===== config.mk =====
export PLATFORM = sky130hd
export DESIGN_NAME = fround_pipe
export DESIGN_NICKNAME = d
export VERILOG_FILES = /design/src/rtl/fround_pkg.sv /design/src/rtl/fround_core.sv /design/src/rtl/fround_pipe.sv
export SDC_FILE = /design/constraint.sdc
export NUM_CORES = 1
export LEC_CHECK = 0
export ABC_CLOCK_PERIOD_IN_PS = 5800
export CORE_ASPECT_RATIO = 0.75
export CORE_UTILIZATION = 60
export DETAILED_ROUTE_END_ITERATION = 7
export GPL_TIMING_DRIVEN = 0
export PLACE_DENSITY = 0.79
export SLEW_MARGIN = 20
export SYNTH_ARGS = -nofsm -noshare
export SYNTH_HDL_FRONTEND = slang
export SYNTH_SLANG_ARGS = --single-unit

===== constraint.sdc =====
create_clock -name clk -period 5.8 [get_ports clk]
set_clock_uncertainty 0.1 [all_clocks]
set_input_delay 0.87 -clock clk [delete_from_list [all_inputs] [get_ports clk]]
set_output_delay 0.87 -clock clk [all_outputs]
set_load 0.01 [all_outputs]

===== src/rtl/fround_pkg.sv =====
// Shared types and constants for the FP32 round-to-integral pipeline.
// Holds the rounding-mode enum, the IEEE-754 single constants used by the
// datapath and the payload structs carried between pipeline stages.
package fround_pkg;

  typedef enum logic [2:0] {
    RNE = 3'd0,
    RTZ = 3'd1,
    RDN = 3'd2,
    RUP = 3'd3,
    RMM = 3'd4
  } rm_e;

  // Which datapath a classified operand takes through the later stages.
  typedef enum logic [1:0] {
    PathPass  = 2'd0,
    PathSmall = 2'd1,
    PathNorm  = 2'd2
  } path_e;

  localparam int unsigned FP_BIAS    = 127;
  localparam int unsigned FP_EXP_INT = 150;
  localparam logic [31:0] FP_ONE     = 32'h3F800000;
  localparam logic [31:0] FP_QBIT    = 32'h00400000;

  // Stage 1 -> stage 2 payload.
  typedef struct packed {
    logic [31:0] x;
    rm_e         rm;
    path_e       path;
    logic [4:0]  f;     // fraction bit count on the normal path, 1..23
  } cls_t;

  // Stage 2 -> stage 3 payload.
  typedef struct packed {
    logic [31:0] x;
    path_e       path;
    logic [4:0]  f;
    logic        up;
  } dec_t;

  // Encodings 101..111 are not defined and fall back to round-to-nearest-even.
  function automatic rm_e rm_decode(input logic [2:0] rm);
    unique case (rm)
      3'd1:    return RTZ;
      3'd2:    return RDN;
      3'd3:    return RUP;
      3'd4:    return RMM;
      default: return RNE;
    endcase
  endfunction

endpackage


===== src/rtl/fround_core.sv =====
// Combinational stage logic of the FP32 round-to-integral pipeline.
// Optional macro FROUND_FLAGS_EN adds the inexact / invalid flag outputs.
// Ports:
//   in_x, in_rm  raw operand and mode        -> cls   (classify result)
//   cls_r        registered classify payload -> dec   (round-up decision)
//   dec_r        registered decide payload   -> res_y (assembled result)
//   res_nx, res_nv (FROUND_FLAGS_EN only) flags aligned with res_y
module fround_core
  import fround_pkg::*;
(
  input  logic [31:0] in_x,
  input  logic [2:0]  in_rm,
  output cls_t        cls,
  input  cls_t        cls_r,
  output dec_t        dec,
  input  dec_t        dec_r,
  output logic [31:0] res_y
`ifdef FROUND_FLAGS_EN
  ,
  output logic        res_nx,
  output logic        res_nv
`endif
);

  // Stage 1: classify by exponent.
  logic [7:0] cls_e;

  always_comb begin
    cls_e    = in_x[30:23];
    cls      = '0;
    cls.x    = in_x;
    cls.rm   = rm_decode(in_rm);
    cls.path = PathPass;
    if (cls_e == 8'hFF || cls_e >= 8'(FP_EXP_INT)) begin
      cls.path = PathPass;
    end else if (cls_e < 8'(FP_BIAS)) begin
      cls.path = PathSmall;
    end else begin
      cls.path = PathNorm;
      cls.f    = 5'(8'(FP_EXP_INT) - cls_e);
    end
  end

  // Stage 2: decide whether the magnitude rounds up.
  logic [31:0] dec_mask;
  logic        dec_inexact, dec_half, dec_sticky, dec_lsb;
  logic        dec_sign, dec_nonzero, dec_e126, dec_mant_nz;
  logic        norm_up, small_up;

  always_comb begin
    dec_mask    = (32'd1 << cls_r.f) - 32'd1;
    dec_inexact = |(cls_r.x & dec_mask);
    dec_half    = cls_r.x[cls_r.f - 5'd1];
    dec_sticky  = |(cls_r.x & (dec_mask >> 1));
    dec_lsb     = cls_r.x[cls_r.f];
    dec_sign    = cls_r.x[31];
    dec_nonzero = |cls_r.x[30:0];
    dec_e126    = (cls_r.x[30:23] == 8'd126);
    dec_mant_nz = |cls_r.x[22:0];

    unique case (cls_r.rm)
      RTZ:     norm_up = 1'b0;
      RDN:     norm_up = dec_sign & dec_inexact;
      RUP:     norm_up = ~dec_sign & dec_inexact;
      RMM:     norm_up = dec_half;
      default: norm_up = dec_half & (dec_sticky | dec_lsb);
    endcase

    // |x| < 1: the only candidate results are 0 and 1.
    unique case (cls_r.rm)
      RTZ:     small_up = 1'b0;
      RDN:     small_up = dec_sign & dec_nonzero;
      RUP:     small_up = ~dec_sign & dec_nonzero;
      RMM:     small_up = dec_e126;
      default: small_up = dec_e126 & dec_mant_nz;
    endcase

    dec      = '0;
    dec.x    = cls_r.x;
    dec.path = cls_r.path;
    dec.f    = cls_r.f;
    unique case (cls_r.path)
      PathNorm:  dec.up = norm_up;
      PathSmall: dec.up = small_up & dec_nonzero;
      default:   dec.up = 1'b0;
    endcase
  end

  // Stage 3: assemble the result; an increment carry ripples into the exponent.
  logic [31:0] asm_mask, asm_inc;
  logic        asm_snan;

  always_comb begin
    asm_mask = (32'd1 << dec_r.f) - 32'd1;
    asm_inc  = dec_r.up ? (32'd1 << dec_r.f) : 32'd0;
    asm_snan = (dec_r.x[30:23] == 8'hFF) & (|dec_r.x[22:0]) & ~dec_r.x[22];
    unique case (dec_r.path)
      PathNorm:  res_y = {dec_r.x[31], (dec_r.x[30:0] & ~asm_mask[30:0]) + asm_inc[30:0]};
      PathSmall: res_y = {dec_r.x[31], dec_r.up ? FP_ONE[30:0] : 31'd0};
      default: begin
        res_y = dec_r.x;
`ifdef FROUND_FLAGS_EN
        if (asm_snan) res_y = dec_r.x | FP_QBIT;
`endif
      end
    endcase
  end

`ifdef FROUND_FLAGS_EN
  assign res_nv = asm_snan;
  assign res_nx = (dec_r.x[30:23] != 8'hFF) & (res_y != dec_r.x);
`else
  logic unused_snan;
  assign unused_snan = asm_snan;
`endif

endmodule


===== src/rtl/fround_pipe.sv =====
// Pipelined FP32 round-to-integral-value unit (RNE/RTZ/RDN/RUP/RMM).
// Optional macro FROUND_FLAGS_EN adds out_nx (inexact) and out_nv (sNaN input,
// quieted on output); without it NaNs pass bit-exact.
// Parameters: STAGES (>= 3) input-to-output latency, TAG_W tag width.
// Ports:
//   clk, rst                        clock, async active-high reset
//   in_valid/in_ready/in_x/in_rm/in_tag   operation input handshake
//   out_valid/out_ready/out_y/out_tag     result output handshake
module fround_pipe
  import fround_pkg::*;
#(
  parameter int unsigned STAGES = 3,
  parameter int unsigned TAG_W  = 5
) (
  input  logic             clk,
  input  logic             rst,
  input  logic             in_valid,
  output logic             in_ready,
  input  logic [31:0]      in_x,
  input  logic [2:0]       in_rm,
  input  logic [TAG_W-1:0] in_tag,
  output logic             out_valid,
  input  logic             out_ready,
  output logic [31:0]      out_y,
  output logic [TAG_W-1:0] out_tag
`ifdef FROUND_FLAGS_EN
  ,
  output logic             out_nx,
  output logic             out_nv
`endif
);

  // Result registers: index 0 is stage 3, the rest are pure delay.
  localparam int unsigned NOut = STAGES - 2;

  logic stall;

  cls_t             cls_d, s1_q;
  dec_t             dec_d, s2_q;
  logic [31:0]      res_y;
  logic             s1_valid_q, s2_valid_q;
  logic [TAG_W-1:0] s1_tag_q, s2_tag_q;

  logic             o_valid_q [NOut];
  logic [31:0]      o_y_q     [NOut];
  logic [TAG_W-1:0] o_tag_q   [NOut];

`ifdef FROUND_FLAGS_EN
  logic res_nx, res_nv;
  logic o_nx_q [NOut];
  logic o_nv_q [NOut];
`endif

  // One global stall: a blocked output freezes every stage.
  assign stall    = out_valid & ~out_ready;
  assign in_ready = ~stall;

  fround_core u_core (
    .in_x   (in_x),
    .in_rm  (in_rm),
    .cls    (cls_d),
    .cls_r  (s1_q),
    .dec    (dec_d),
    .dec_r  (s2_q),
    .res_y  (res_y)
`ifdef FROUND_FLAGS_EN
    ,
    .res_nx (res_nx),
    .res_nv (res_nv)
`endif
  );

  always_ff @(posedge clk or posedge rst) begin
    if (rst) begin
      s1_valid_q <= 1'b0;
      s1_q       <= '0;
      s1_tag_q   <= '0;
      s2_valid_q <= 1'b0;
      s2_q       <= '0;
      s2_tag_q   <= '0;
      for (int unsigned i = 0; i < NOut; i++) begin
        o_valid_q[i] <= 1'b0;
        o_y_q[i]     <= '0;
        o_tag_q[i]   <= '0;
`ifdef FROUND_FLAGS_EN
        o_nx_q[i]    <= 1'b0;
        o_nv_q[i]    <= 1'b0;
`endif
      end
    end else if (!stall) begin
      // Not stalled implies in_ready, so in_valid alone means a transfer.
      s1_valid_q   <= in_valid;
      s1_q         <= cls_d;
      s1_tag_q     <= in_tag;
      s2_valid_q   <= s1_valid_q;
      s2_q         <= dec_d;
      s2_tag_q     <= s1_tag_q;
      o_valid_q[0] <= s2_valid_q;
      o_y_q[0]     <= res_y;
      o_tag_q[0]   <= s2_tag_q;
`ifdef FROUND_FLAGS_EN
      o_nx_q[0]    <= res_nx;
      o_nv_q[0]    <= res_nv;
`endif
      for (int unsigned i = 1; i < NOut; i++) begin
        o_valid_q[i] <= o_valid_q[i-1];
        o_y_q[i]     <= o_y_q[i-1];
        o_tag_q[i]   <= o_tag_q[i-1];
`ifdef FROUND_FLAGS_EN
        o_nx_q[i]    <= o_nx_q[i-1];
        o_nv_q[i]    <= o_nv_q[i-1];
`endif
      end
    end
  end

  assign out_valid = o_valid_q[NOut-1];
  assign out_y     = o_y_q[NOut-1];
  assign out_tag   = o_tag_q[NOut-1];
`ifdef FROUND_FLAGS_EN
  assign out_nx    = o_nx_q[NOut-1];
  assign out_nv    = o_nv_q[NOut-1];
`endif

endmodule


==> results.md, run 1 <==
- On the critical path, the stage with the largest delay is an instance of sky130_fd_sc_hd__or4_1.
- The root buffer cell is sky130_fd_sc_hd__clkbuf_16.
- Setup repair after global routing left no endpoint under its margin.
- The XOR/XNOR share of the synthesized area is 3.94%.
- The pre-CTS setup slack is 0.171 ns.
- The clock insertion delay at the later pin of the skew report is 0.43 ns.
- The synthesis-stage register bit count is 132.
- The area of the core is 16000 µm².
- The dominant combinational cell family by area after synthesis is simple AND/OR/NAND/NOR gates.
- The initial antenna violation count came to 1.
- The part of the Yosys area used for sequential elements is 33.7%.
- The final max-slew violation count is 0.
- The worst supply voltage drop on vdd is 0.297 mV.
- The multiplexer share of the synthesized area is 4.63%.
- The biggest area consumer among synthesized cells is sky130_fd_sc_hd__dfrtp_1.
- For hold timing, the worst endpoint is s1_tag_q[1].
- The total routing usage reported by global routing is 43.3%.
- Summing the areas of all fa, ha and maj instances in the mapped netlist gives 5.83% of the synthesized area.
- Of the cells placed in the final design, the portion with a size suffix greater than 1 is 6.06%.
- The total of endpoints with negative setup slack in the final report is 0.
- The initial utilization of the core area, before any placement, comes to 61.3%.
- The final worst-path setup slack is 0.194 ns.
- The critical path startpoint category is a register.
- The net total in the final layout is 1445.
- From bottom edge to top edge, the die measures 113 µm.
- The synthesized-area fraction occupied by and/or/nand/nor cells is 26.5%.
- The count of cells along the worst hold path is 2.
- The clock-pin slew on the worst setup and hold paths is 0.07 ns.
- The share of the synthesized area in the top cell type is 33.7%.
- In this run the remaining antenna-violating nets after routing total 0.
- The worst register-to-register path has a depth of 18.
- The most used flip-flop cell after synthesis is sky130_fd_sc_hd__dfrtp_1.
- The final weighted congestion in routability-driven placement is 1.01.
- The compound-gate portion of the synthesized area is 20.8%.
- TritonCTS built the clock tree.
- Entering global routing, the biggest net connects 109 pins.
- For this run, the number of Yosys warnings is 0.
- The worst hold-check path type is register to register.
- The count of hold-fix buffers inserted at cts is 0.
- The count of fill cells added during filler insertion is 1207.
- In the routed design, unresolved DRC markers number 0.
- The first global-routing pass estimated 54800 µm of wire.
- Measured along the x axis, the die boundary spans 150 µm.
- The total number of clock tree sinks is 132.
- The flow ran to the end, and the final reports show no timing, DRC or antenna violations.
- For this run, the number of standard cells in the final layout without fillers is 1579.
- In this run the number of cells on the critical path is 18.
- The number of global-route vias before repair is 9882.
- Port buffering added 82 buffers.
- The placed instance count is 1546.
- The startpoint identified for the worst register-to-register timing path is s2_q[1].
- The detailed-route wire length per cell is 22.4 µm.
- In this run the deepest clock path goes through 2 buffers.
- The area growth from synthesis to final layout is 17.9%.
- The register area is 3300 µm².
- After synthesis, the netlist uses 82 different library cells.
- For this design the static power due to leakage is 5.04 nW.
- The final clock period utilization by the worst path is 96.6%.
- The tool flagged a number of max-cap violations equal to 0.
- The worst register-to-register path ends at out_y[30].
- Counting both buffers and inverters, the worst setup path holds a total of 2.
- The wire-length estimate of the detail-placed layout is 25700 µm.
- The cell count after synthesis is 1253.
- After synthesis, the cell types taking the most area are sky130_fd_sc_hd__dfrtp_1 34%, sky130_fd_sc_hd__nand2_1 12%, sky130_fd_sc_hd__ha_1 5.6%, sky130_fd_sc_hd__nor2_1 4.8%, sky130_fd_sc_hd__o21ai_0 4.5%.
- The post-synthesis instance area is 9790 µm².
- For this block, the routed nets add up to 35400 µm of wire.
- The total clock buffers created by CTS is 17.
- The H-tree was split into 4 levels.
- The number of antenna diodes in the final layout is 0.
- By startpoint and endpoint, the worst setup path is classified as register to register.
- The per-cell via count in the routed design is 6.70.
- The startpoint identified for the worst hold timing path is s1_tag_q[1].
- The hold violation total from the final report is 0.
- In this design, the stage delay of the slowest critical-path cell is 0.54 ns.
- The largest driver fanout on the critical path is 7.
- The die covers 16800 µm².
- The detailed router finished its first iteration with 1388 violations.
- The maximum clock frequency is 178 MHz.
- 83 I/O pins were placed.
- Traced cell by cell, the critical path runs through inv_1, or3_1, clkbuf_1, or2_2, ha_1, or2_2, o21ai_0, a21oi_1, ha_1, or4_1, o2111ai_1, nand3_1, a21o_1, a21oi_1, o311ai_0, o211ai_1, xor2_1, o21ai_0.
- STA puts the critical path data arrival time at 5.80 ns.
- The critical path data required time is 6.00 ns.
- The reg2reg setup slack is 0.19 ns.
- The number of nets in the synthesized netlist is 1342.
- Dividing total power by cell area gives a power density of 402 nW/µm².
- The kind of cell with the highest combined delay along the critical path is compound AO/OA/AOI/OAI gates.
- The worst-case headroom to the max-slew limit is 36.7%.
- Yosys mapped a number of flops with a built-in enable equal to 0.
- Summing internal, switching and leakage power gives 4.65 mW.
- The remaining global-route overflow is 0.
- The total negative setup slack is 0 ns.
- The first TritonRoute pass finished after 8 iterations.
- Counting flops with an async set or reset pin after synthesis yields a share of 100%.
- The final worst hold slack is 0.368 ns.
- In the final layout, the multi-input gates occupy 6060 µm².
- The nature of the critical path endpoint is a register.
- The number of core rows is 40.
- In this run the mean area of a mapped cell was 7.81 µm².
- The via total after detailed routing is 10600.
- The actual slew at the worst max-slew pin is 0.950 ns.
- The minimum period implied by the final worst setup slack is 5.61 ns.
==> cell usage after synthesis (all sizes together), types with 4 or more instances <==
library cell / count
nand2: 316
dfrtp: 132
nor2: 125
o21ai: 91
clkbuf: 70
a21oi: 63
ha: 44
inv: 35
xnor2: 27
nand3: 23
a221oi: 22
nor3: 17
xor2: 17
mux4: 16
nor4: 15
a31oi: 12
and2: 12
a21o: 11
and3: 10
buf: 10
nand2b: 10
nor2b: 10
a22oi: 9
a22o: 8
nand4: 8
o31ai: 8
or2: 8
a211oi: 7
a21boi: 7
mux2i: 7
nand3b: 7
o211ai: 7
a2111oi: 6
o2111ai: 5
o21a: 5
or3: 5
a221o: 4
a41oi: 4
and4: 4
nor3b: 4
o22ai: 4
or4: 4
==> worst min-delay path, cell delays in order (launching register included) <==
cell	delay, ns
sky130_fd_sc_hd__dfrtp_1	0.34
sky130_fd_sc_hd__nand2_1	0.05
sky130_fd_sc_hd__nand2_1	0.05
==> power breakdown <==
part / internal [mW] / total, mW / switching, mW
Combinational: 0.818 / 1.96 / 1.14
Clock: 0.619 / 1.11 / 0.495
Sequential: 1.22 / 1.57 / 0.351
Total: 2.66 / 4.65 / 1.99
==> metal layers <==
layer  GRT usage, %  vias to the layer above  part of all wire [%]
li1               -                     4645                     -
met1           60.8                     4959                    41
met2           58.8                      843                    40
met3           17.1                      131                    16
met4           17.0                        2                   3.6
met5           5.00                        -                  0.18
==> cells by family after synthesis <==
group	Yosys count
AND/OR/NAND/NOR	586
XOR/XNOR	44
flip-flops	132
AO/OA/AOI/OAI	305
multiplexers	25
adder cells (fa/ha/maj)	45
buffers and inverters	116
==> worst max-delay path by stage <==
stage	from	to	slack (ns)
floorplan	rst	out_tag[0]	1.30
global placement	rst	out_tag[4]	-0.44
detailed placement	s2_q[3]	out_y[23]	0.17
CTS	s2_q[3]	out_y[23]	0.10
global route	s2_q[1]	out_y[30]	0.09
finish	s2_q[1]	out_y[30]	0.19
==> cell usage in the layout, fill, tap and decap left out, drive strengths merged, types with 8 or more instances in the layout <==
cell type	synthesis	routed
buf	10	11
nand4	8	8
a221oi	22	22
and3	10	10
mux4	16	16
a21oi	63	63
ha	44	44
nand2b	10	10
o21ai	91	91
a21o	11	11
nor2	125	125
a31oi	12	12
or2	8	8
o31ai	8	8
a22o	8	8
xor2	17	17
inv	35	44
nor3	17	17
dfrtp	132	132
nor2b	10	10
nand3	23	23
nand2	316	316
and2	12	12
a22oi	9	9
clkdlybuf4s50	0	82
nor4	15	15
xnor2	27	27
clkbuf	70	88
==> state kept, by name (all words and copies together) (netlist names) <==
| register | cells |
|---|---|
| out_valid | 1 |
| s2_tag_q | 5 |
| s1_tag_q | 5 |
| s1_valid_q | 1 |
| out_y | 32 |
| s2_valid_q | 1 |
| out_tag | 5 |
| s1_q | 42 |
| s2_q | 40 |
==> metrics by stage <==
step	area (µm²)	utilization [%]
after floorplan	9790	-
after global placement	10900	68.1
after detailed placement	10900	68.4
after CTS	11500	72.2
after global routing	11500	72.3
final	11500	72.3
==> final cells by class <==
type	count	share of cell area (%)
Multi-Input combinational cell	1005	52.5
Sequential cell	132	28.6
Timing Repair Buffer	84	7.41
Clock buffer	17	3.68
Buffer	80	2.73
Tap cell	210	2.28
Clock inverter	15	1.58
Inverter	36	1.24
==> repair_timing <==
item                                    in CTS  in global routing
resized for setup                            0                  3
endpoints found under the setup margin       0                  9
hold endpoints to repair                     0                  0
buffers inserted                             0                  1
No activity file was read; power rests on OpenSTA's default activity.
==> run 2, diff against run 1 <==
--- a/config.mk
+++ b/config.mk
@@ -8,6 +8,7 @@
 export ABC_CLOCK_PERIOD_IN_PS = 5800
 export CORE_ASPECT_RATIO = 0.75
 export CORE_UTILIZATION = 60
+export CTS_CLUSTER_DIAMETER = 100
 export DETAILED_ROUTE_END_ITERATION = 7
 export GPL_TIMING_DRIVEN = 0
 export PLACE_DENSITY = 0.79
==> results of run 2 <==
The final DEF is identical to that of run 1; final timing and power are the same.
